## src/rtl/freq_gen.sv

```systemverilog
// Phase-accumulator square-wave generator with a serial shift-subtract tuning-word divider.
// New tuning words are applied on an accumulator wrap so every output phase stays whole.
module freq_gen #(
  parameter int unsigned SYS_CLK_FREQ = 100_000_000,
  parameter int unsigned ACC_W        = 32
) (
  input  logic             clk,
  input  logic             rst_n,
  input  logic             en,
  input  logic [31:0]      freq_set,
  input  logic             set_valid,
  output logic             set_ready,
  output logic             clk_out,
  output logic [ACC_W-1:0] tw_out,
  output logic             err,
  output logic             running
);

  localparam logic [31:0]     Divisor = 32'(SYS_CLK_FREQ);
  localparam logic [31:0]     MaxFreq = Divisor >> 1;
  localparam int unsigned     CntW    = $clog2(ACC_W + 1);
  localparam logic [CntW-1:0] LastCnt = CntW'(ACC_W);

  typedef enum logic [1:0] {StIdle, StCalc, StPend} state_e;

  state_e           state_q, state_d;
  logic [CntW-1:0]  cnt_q, cnt_d;
  logic [31:0]      rem_q, rem_d;
  logic [32:0]      rem_sh;
  logic [ACC_W-1:0] quo_q, quo_d;
  logic             clamp_q, clamp_d;
  logic             err_q, err_d;
  logic [ACC_W-1:0] acc_q, acc_d;
  logic [ACC_W-1:0] tw_q, tw_d;
  logic [ACC_W:0]   sum;
  logic             clk_out_q, clk_out_d;
  logic             running_q, running_d;
  logic             wrap;
  logic             apply;

  assign set_ready = (state_q == StIdle);
  assign clk_out   = clk_out_q;
  assign tw_out    = tw_q;
  assign err       = err_q;
  assign running   = running_q;

  // Request capture and divider. The dividend's upper half (freq_eff) is always below the
  // divisor, so only the lower ACC_W quotient bits can be non-zero.
  always_comb begin
    state_d = state_q;
    cnt_d   = cnt_q;
    rem_d   = rem_q;
    quo_d   = quo_q;
    clamp_d = clamp_q;
    err_d   = 1'b0;
    rem_sh  = {rem_q, 1'b0};
    unique case (state_q)
      StIdle: begin
        if (set_valid) begin
          clamp_d = (freq_set > MaxFreq);
          rem_d   = (freq_set > MaxFreq) ? MaxFreq : freq_set;
          quo_d   = '0;
          cnt_d   = '0;
          state_d = StCalc;
        end
      end
      StCalc: begin
        err_d = clamp_q && (cnt_q == '0);
        if (cnt_q == LastCnt) begin
          state_d = StPend;
        end else begin
          if (rem_sh >= {1'b0, Divisor}) begin
            rem_d = 32'(rem_sh - {1'b0, Divisor});
            quo_d = {quo_q[ACC_W-2:0], 1'b1};
          end else begin
            rem_d = rem_sh[31:0];
            quo_d = {quo_q[ACC_W-2:0], 1'b0};
          end
          cnt_d = cnt_q + CntW'(1);
        end
      end
      StPend: begin
        if (apply) state_d = StIdle;
      end
      default: state_d = StIdle;
    endcase
  end

  always_comb begin
    sum   = {1'b0, acc_q} + {1'b0, tw_q};
    acc_d = acc_q;
    wrap  = 1'b0;
    if (en) begin
      acc_d = sum[ACC_W-1:0];
      wrap  = sum[ACC_W];
    end else if (acc_q[ACC_W-1] && (tw_q != '0)) begin
      // Finish the high phase; the edge that leaves it (always a wrap) parks the accumulator.
      wrap  = sum[ACC_W];
      acc_d = sum[ACC_W-1] ? sum[ACC_W-1:0] : '0;
    end else begin
      acc_d = '0;
    end
    apply     = (state_q == StPend) && ((tw_q == '0) || !running_q || wrap);
    tw_d      = apply ? quo_q : tw_q;
    clk_out_d = acc_d[ACC_W-1];
    running_d = (tw_d != '0) && (en || (acc_d != '0));
  end

  always_ff @(posedge clk or negedge rst_n) begin
    if (!rst_n) begin
      state_q   <= StIdle;
      cnt_q     <= '0;
      rem_q     <= '0;
      quo_q     <= '0;
      clamp_q   <= 1'b0;
      err_q     <= 1'b0;
      acc_q     <= '0;
      tw_q      <= '0;
      clk_out_q <= 1'b0;
      running_q <= 1'b0;
    end else begin
      state_q   <= state_d;
      cnt_q     <= cnt_d;
      rem_q     <= rem_d;
      quo_q     <= quo_d;
      clamp_q   <= clamp_d;
      err_q     <= err_d;
      acc_q     <= acc_d;
      tw_q      <= tw_d;
      clk_out_q <= clk_out_d;
      running_q <= running_d;
    end
  end

endmodule

```

## config.mk

```make
export PLATFORM = sky130hd
export DESIGN_NAME = freq_gen
export DESIGN_NICKNAME = d
export VERILOG_FILES = /design/src/rtl/freq_gen.sv
export SDC_FILE = /design/constraint.sdc
export NUM_CORES = 1
export LEC_CHECK = 0
export ABC_AREA = 1
export ABC_CLOCK_PERIOD_IN_PS = 2500
export CAP_MARGIN = 20
export CORE_UTILIZATION = 54
export CTS_BUF_LIST = sky130_fd_sc_hd__clkbuf_4
export CTS_CLUSTER_SIZE = 25
export DETAILED_ROUTE_END_ITERATION = 16
export PLACE_DENSITY = 0.78
export SYNTH_ARGS = -nofsm -noshare
export SYNTH_HDL_FRONTEND = slang
export SYNTH_SLANG_ARGS = --single-unit
export TNS_END_PERCENT = 5
```

## constraint.sdc

```tcl
create_clock -name clk -period 2.5 [get_ports clk]
set_clock_uncertainty 0.05 [all_clocks]
set_input_delay 0.625 -clock clk [delete_from_list [all_inputs] [get_ports clk]]
set_output_delay 0.625 -clock clk [all_outputs]
set_load 0.02 [all_outputs]
```

* Word-level counts from Yosys, hierarchy flattened
Index checks and enable logic that the tools add are counted.
Cells by class: add/sub/neg operators 3, multipliers 0, divide/modulo/power cells 0, order comparisons 2, equality and inequality tests 7, shift-type cells 0, muxes and demuxes 23, bitwise gates (word level) 0, reduce and logical (&&, ||, !) cells 18
Operators with widths (number):
- two-way mux 32 bit | 10
- case mux 32 bit (2 select lines) | 2
- nonzero test 32 bit | 3
- adder 32 x 32 -> 33 bit | 1
- >= comparator 33 x 27 -> 1 bit (second input constant) | 1
- > comparator 32 x 26 -> 1 bit (second input constant) | 1
- zero test 32 bit | 1
- subtractor 32 x 27 -> 32 bit (second input constant) | 1
- two-way mux 6 bit | 2
- case mux 6 bit (2 select lines) | 1
- inequality test 2 bit (second input constant) | 4
- adder 6 x 1 -> 6 bit (second input constant) | 1
- equality test 6 bit (second input constant) | 1
- zero test 6 bit | 1
- two-way mux 2 bit | 3
- case mux 2 bit (3 select lines) | 1
- AND reduction 3 bit | 2
- logical AND 1 bit | 4
- two-way mux 1 bit | 4
- logical OR 1 bit | 3
- equality test 2 x 1 -> 1 bit (second input constant) | 1
- equality test 2 bit (second input constant) | 1
- zero test 2 bit | 1
- AND reduction 2 bit | 1
- other kinds (2) | 2
Word-level totals: bits in registers 140, bits in latches 0, RAM bits 0, memory bits (read-only) 0, bits of input ports 36, output and inout port bits 36, memories kept 0

* Logic depth before layout (Yosys ltp)
word-level depth 9, gate-level depth with buffers 22

* Least setup slack after synthesis
Ideal clock, no wire load.
path kind register to register, start register tw_q[0], in the netlist tw_out[0], end register running_q, in the netlist running, library setup time 129 ps, data arrival time 2537 ps, data required time 2321 ps, setup slack -216 ps, cell stages (with the launch flop) 23, path through dfrtp_1 > ha_1 > fa_1 > nand2_1 > nand2_1 > nand3_1 > nand2_2 > nand2_2 > nand2_4 > nand2_2 > nand2_2 > nand2_4 > nand2_8 > nand2_4 > buf_6 > buf_6 > nand2_1 > nand2_1 > nand2_1 > nor2_1 > nand2_1 > nor2_1 > a21oi_2
Between the ends: cells in the longest elaborated chain, start to end 9, elaborated cells between the ends (all ways) 17, those cells by class 1 x add/sub; 6 x mux; 10 x reduce/logical
Ends and longest elaborated chain:
- start: declaration | RTL line 34 | logic [ACC_W-1:0] tw_q, tw_d;
- start signal: assignment | RTL line 129 | tw_q <= tw_d;
- parallel branches: the longest is 8 deep, another holds adder 32 x 32 -> 33 bit
- logical AND 1 bit (*) | RTL line 106 | running_d = (tw_d != '0) && (en || (acc_d != '0));
- via running_d | RTL line 37 | logic running_q, running_d;
- end signal: assignment | RTL line 131 | running_q <= running_d;
- end: declaration | RTL line 37
Mark *: on every way through the listed nets, which the timed path passes. A chain may end at the register's enable or synchronous reset.

* Final worst setup path
start register tw_q[27], in the netlist tw_out[27], end register running_q, in the netlist running
The elaborated chain is that of the path after synthesis.

==> out/qor.csv <==
metric,value,unit
layout_min_cycle_time,2630,ps
initial_core_util,55.5,%
arrival,3030,ps
grt_pass1_vias,7878,
yosysSeqAreaShare,42.9,%
first_pass_iters,7,
most-common-layout-cells,"nand2_1 (204), buf_4 (178), inv_1 (165)",
fp.dieH,124,um
drive_above_1_share,22.9,%
vias_per_cell,5.35,
dp_cells,1461,
crit_buf_inv,1,
r2r_setup_slack,-130,ps
synth_top_area_share,42.9,%
path_delay_family,simple AND/OR/NAND/NOR gates,
areaGrowthSynthToFinish,35.3,%
wl_per_cell,14.4,um
max-clock-path-buffers,2,
vias,8031,
multiInputGateArea,4140,um2
cp_max_fo,25,
worst_slack,-129,ps
worst_setup_path_start_kind,flip-flop,
netlist_top_cells_area,"dfrtp_1 (43%), nand2_1 (9.9%), inv_1 (7.6%)",
synth_cell_types,48,
io_pins,72,
dr_wl_met3,1.26,mm
r2r-start,tw_out[27],
clk_pin_slew,130,ps
fillers,1031,
clockRootBuffer,clkbuf_4,
endpoint_kind,flip-flop,
cpPeakStageDelay,430,ps
min_path_type,reg2reg,
antenna_found_initial,1,
core_area,14600,um2
fin_cells,1502,
crit_chain,ha_1 -> nand2_2 -> nor2_2 -> and2_4 -> and3_1 -> nand2_2 -> nand2_2 -> nand2_4 -> nand2_8 -> buf_12 -> nand3_1 -> nand2_1 -> nand2_1 -> nor2_2 -> nand2_1 -> nor2_1 -> a21oi_2,
groute.usage.overall,28.6,%
route.detailed.drc,0,
fin_nets,1376,
fmax,380,MHz
crit_cells,17,
grt_max_degree,68,
status,"complete, but fails checks",
syn_area,8100,um2
crit_required,2910,ps
ys_warn_count,0,
synth_edf_count,0,
synthesis.nets,1134,
cap_violations,0,
route.antenna.remaining_nets,0,
synth.largest_area_cell,dfrtp_1,
port-buffer-count,71,
drt_wl_total,21.6,mm
cts_buffers,17,
crit_slowest_cell,dfrtp_1,
hpwl,15.3,mm
synthArstFlopShare,100,%
synthFlopType,dfrtp_1,
clock-sinks,139,
crit_type,reg2reg,
place_congestion,0.927,
synth-seq-cells,139,
htreeDepth,4,
ff_latch_area,3480,um2
min_period_over_period,105,%
layout_commonest_cell,nand2_1,
cp-endpoint,running,
drt_iter0_drc,599,
max_slew_margin,53.9,%
grt_pass1_wl,36.0,mm
synth_area_per_cell,7.63,um2
routed-wl-met2,10.5,mm
dieArea,15500,um2
highest_layer,met4,
violations,setup timing,
crit_start,tw_out[27],
r2r_end,running,
rsz0062_at_grt,true,
fp-row-count,44,
tightestPinTransition,691,ps
setup_viol,3,
synth_cells,1062,
wl_met1,9.35,mm
die_w,124,um
cts_tree,yes,
rr_worst_depth,17,
slew_violations,0,
hold_viol_final,0,
clk_latency,560,ps
grt-ovfl-total,0,
-- final cells by class --
type                            count  area share, %
Antenna cell                        1         0.0228
Clock inverter                     15           1.47
Sequential cell                   139           31.8
Timing Repair Buffer              254           19.6
Inverter                          180           6.16
Clock buffer                       17           1.16
Multi-Input combinational cell    712           37.7
Tap cell                          184           2.10
-- sequential cells by signal (all words and copies together), names as in the netlist --
| name | flops |
|---|---|
| err | 1 |
| rem_q | 32 |
| state_q | 2 |
| clamp_q | 1 |
| tw_out | 32 |
| acc_q | 32 |
| cnt_q | 6 |
| quo_q | 32 |
| running | 1 |
-- synthesized netlist by cell type (all sizes together) (10+ instances only) --
| library cell | count |
|---|---|
| a21oi | 55 |
| a31oi | 23 |
| buf | 13 |
| clkbuf | 20 |
| dfrtp | 139 |
| ha | 35 |
| inv | 178 |
| nand2 | 223 |
| nand3 | 64 |
| nand4 | 11 |
| nor2 | 118 |
| nor3 | 10 |
| o21ai | 55 |
| o22ai | 38 |
| xnor2 | 15 |
| xor2 | 20 |
-- what timing repair did --
item / 4_1_cts / 5_1_grt
pin swaps: 1 / 16
endpoints found under the hold margin: 20 / 0
setup endpoints to repair: 33 / 44
buffers inserted: 0 / 5
gates resized for setup: 26 / 49
cloned: 2 / 0
hold buffers: 1 / 0
-- per-stage QoR --
stage | instance area (um2) | utilization [%] | hold WS [ps] | setup TNS [ps] | setup slack [ps]
floorplan | 8120 | - | 279 | -69.6 | -69.6
global placement | 10300 | 70.5 | 392 | -4760 | -300
detailed placement | 10300 | 70.5 | 395 | -6190 | -375
CTS | 10700 | 73.4 | 387 | -103 | -103
global route | 11000 | 75.1 | 376 | -3120 | -340
finish | 11000 | 75.1 | 413 | -249 | -129
-- logic make-up (layout without fill, tap and decap cells) --
group	Yosys count	in the layout	synth area share [%]
buffers and inverters	213	466	10.2
XOR/XNOR	35	35	3.79
adder cells (fa/ha/maj)	36	36	5.65
AO/OA/AOI/OAI	196	196	14.1
flip-flops	139	139	42.9
AND/OR/NAND/NOR	443	445	23.3
other	0	1	0
-- per-layer routing --
layer	track usage, %	vias up
li1	-	3948
met1	37.6	3754
met2	47.5	282
met3	5.88	47
met4	8.29	0
met5	0	-
-- how the worst min path moves through the flow --
| stage | cells after the start | startpoint | end |
|---|---|---|---|
| after floorplan | 0 | rst_n | acc_q[0] |
| after global placement | 1 | cnt_q[5] | err |
| after detailed placement | 1 | cnt_q[5] | err |
| after CTS | 2 | rst_n | acc_q[25] |
| after global routing | 2 | rst_n | acc_q[4] |
| final | 1 | cnt_q[5] | err |
Power is left out: the tool's default activity adds up to more than one toggle a clock period on the data nets, which glitch-free logic cannot reach.
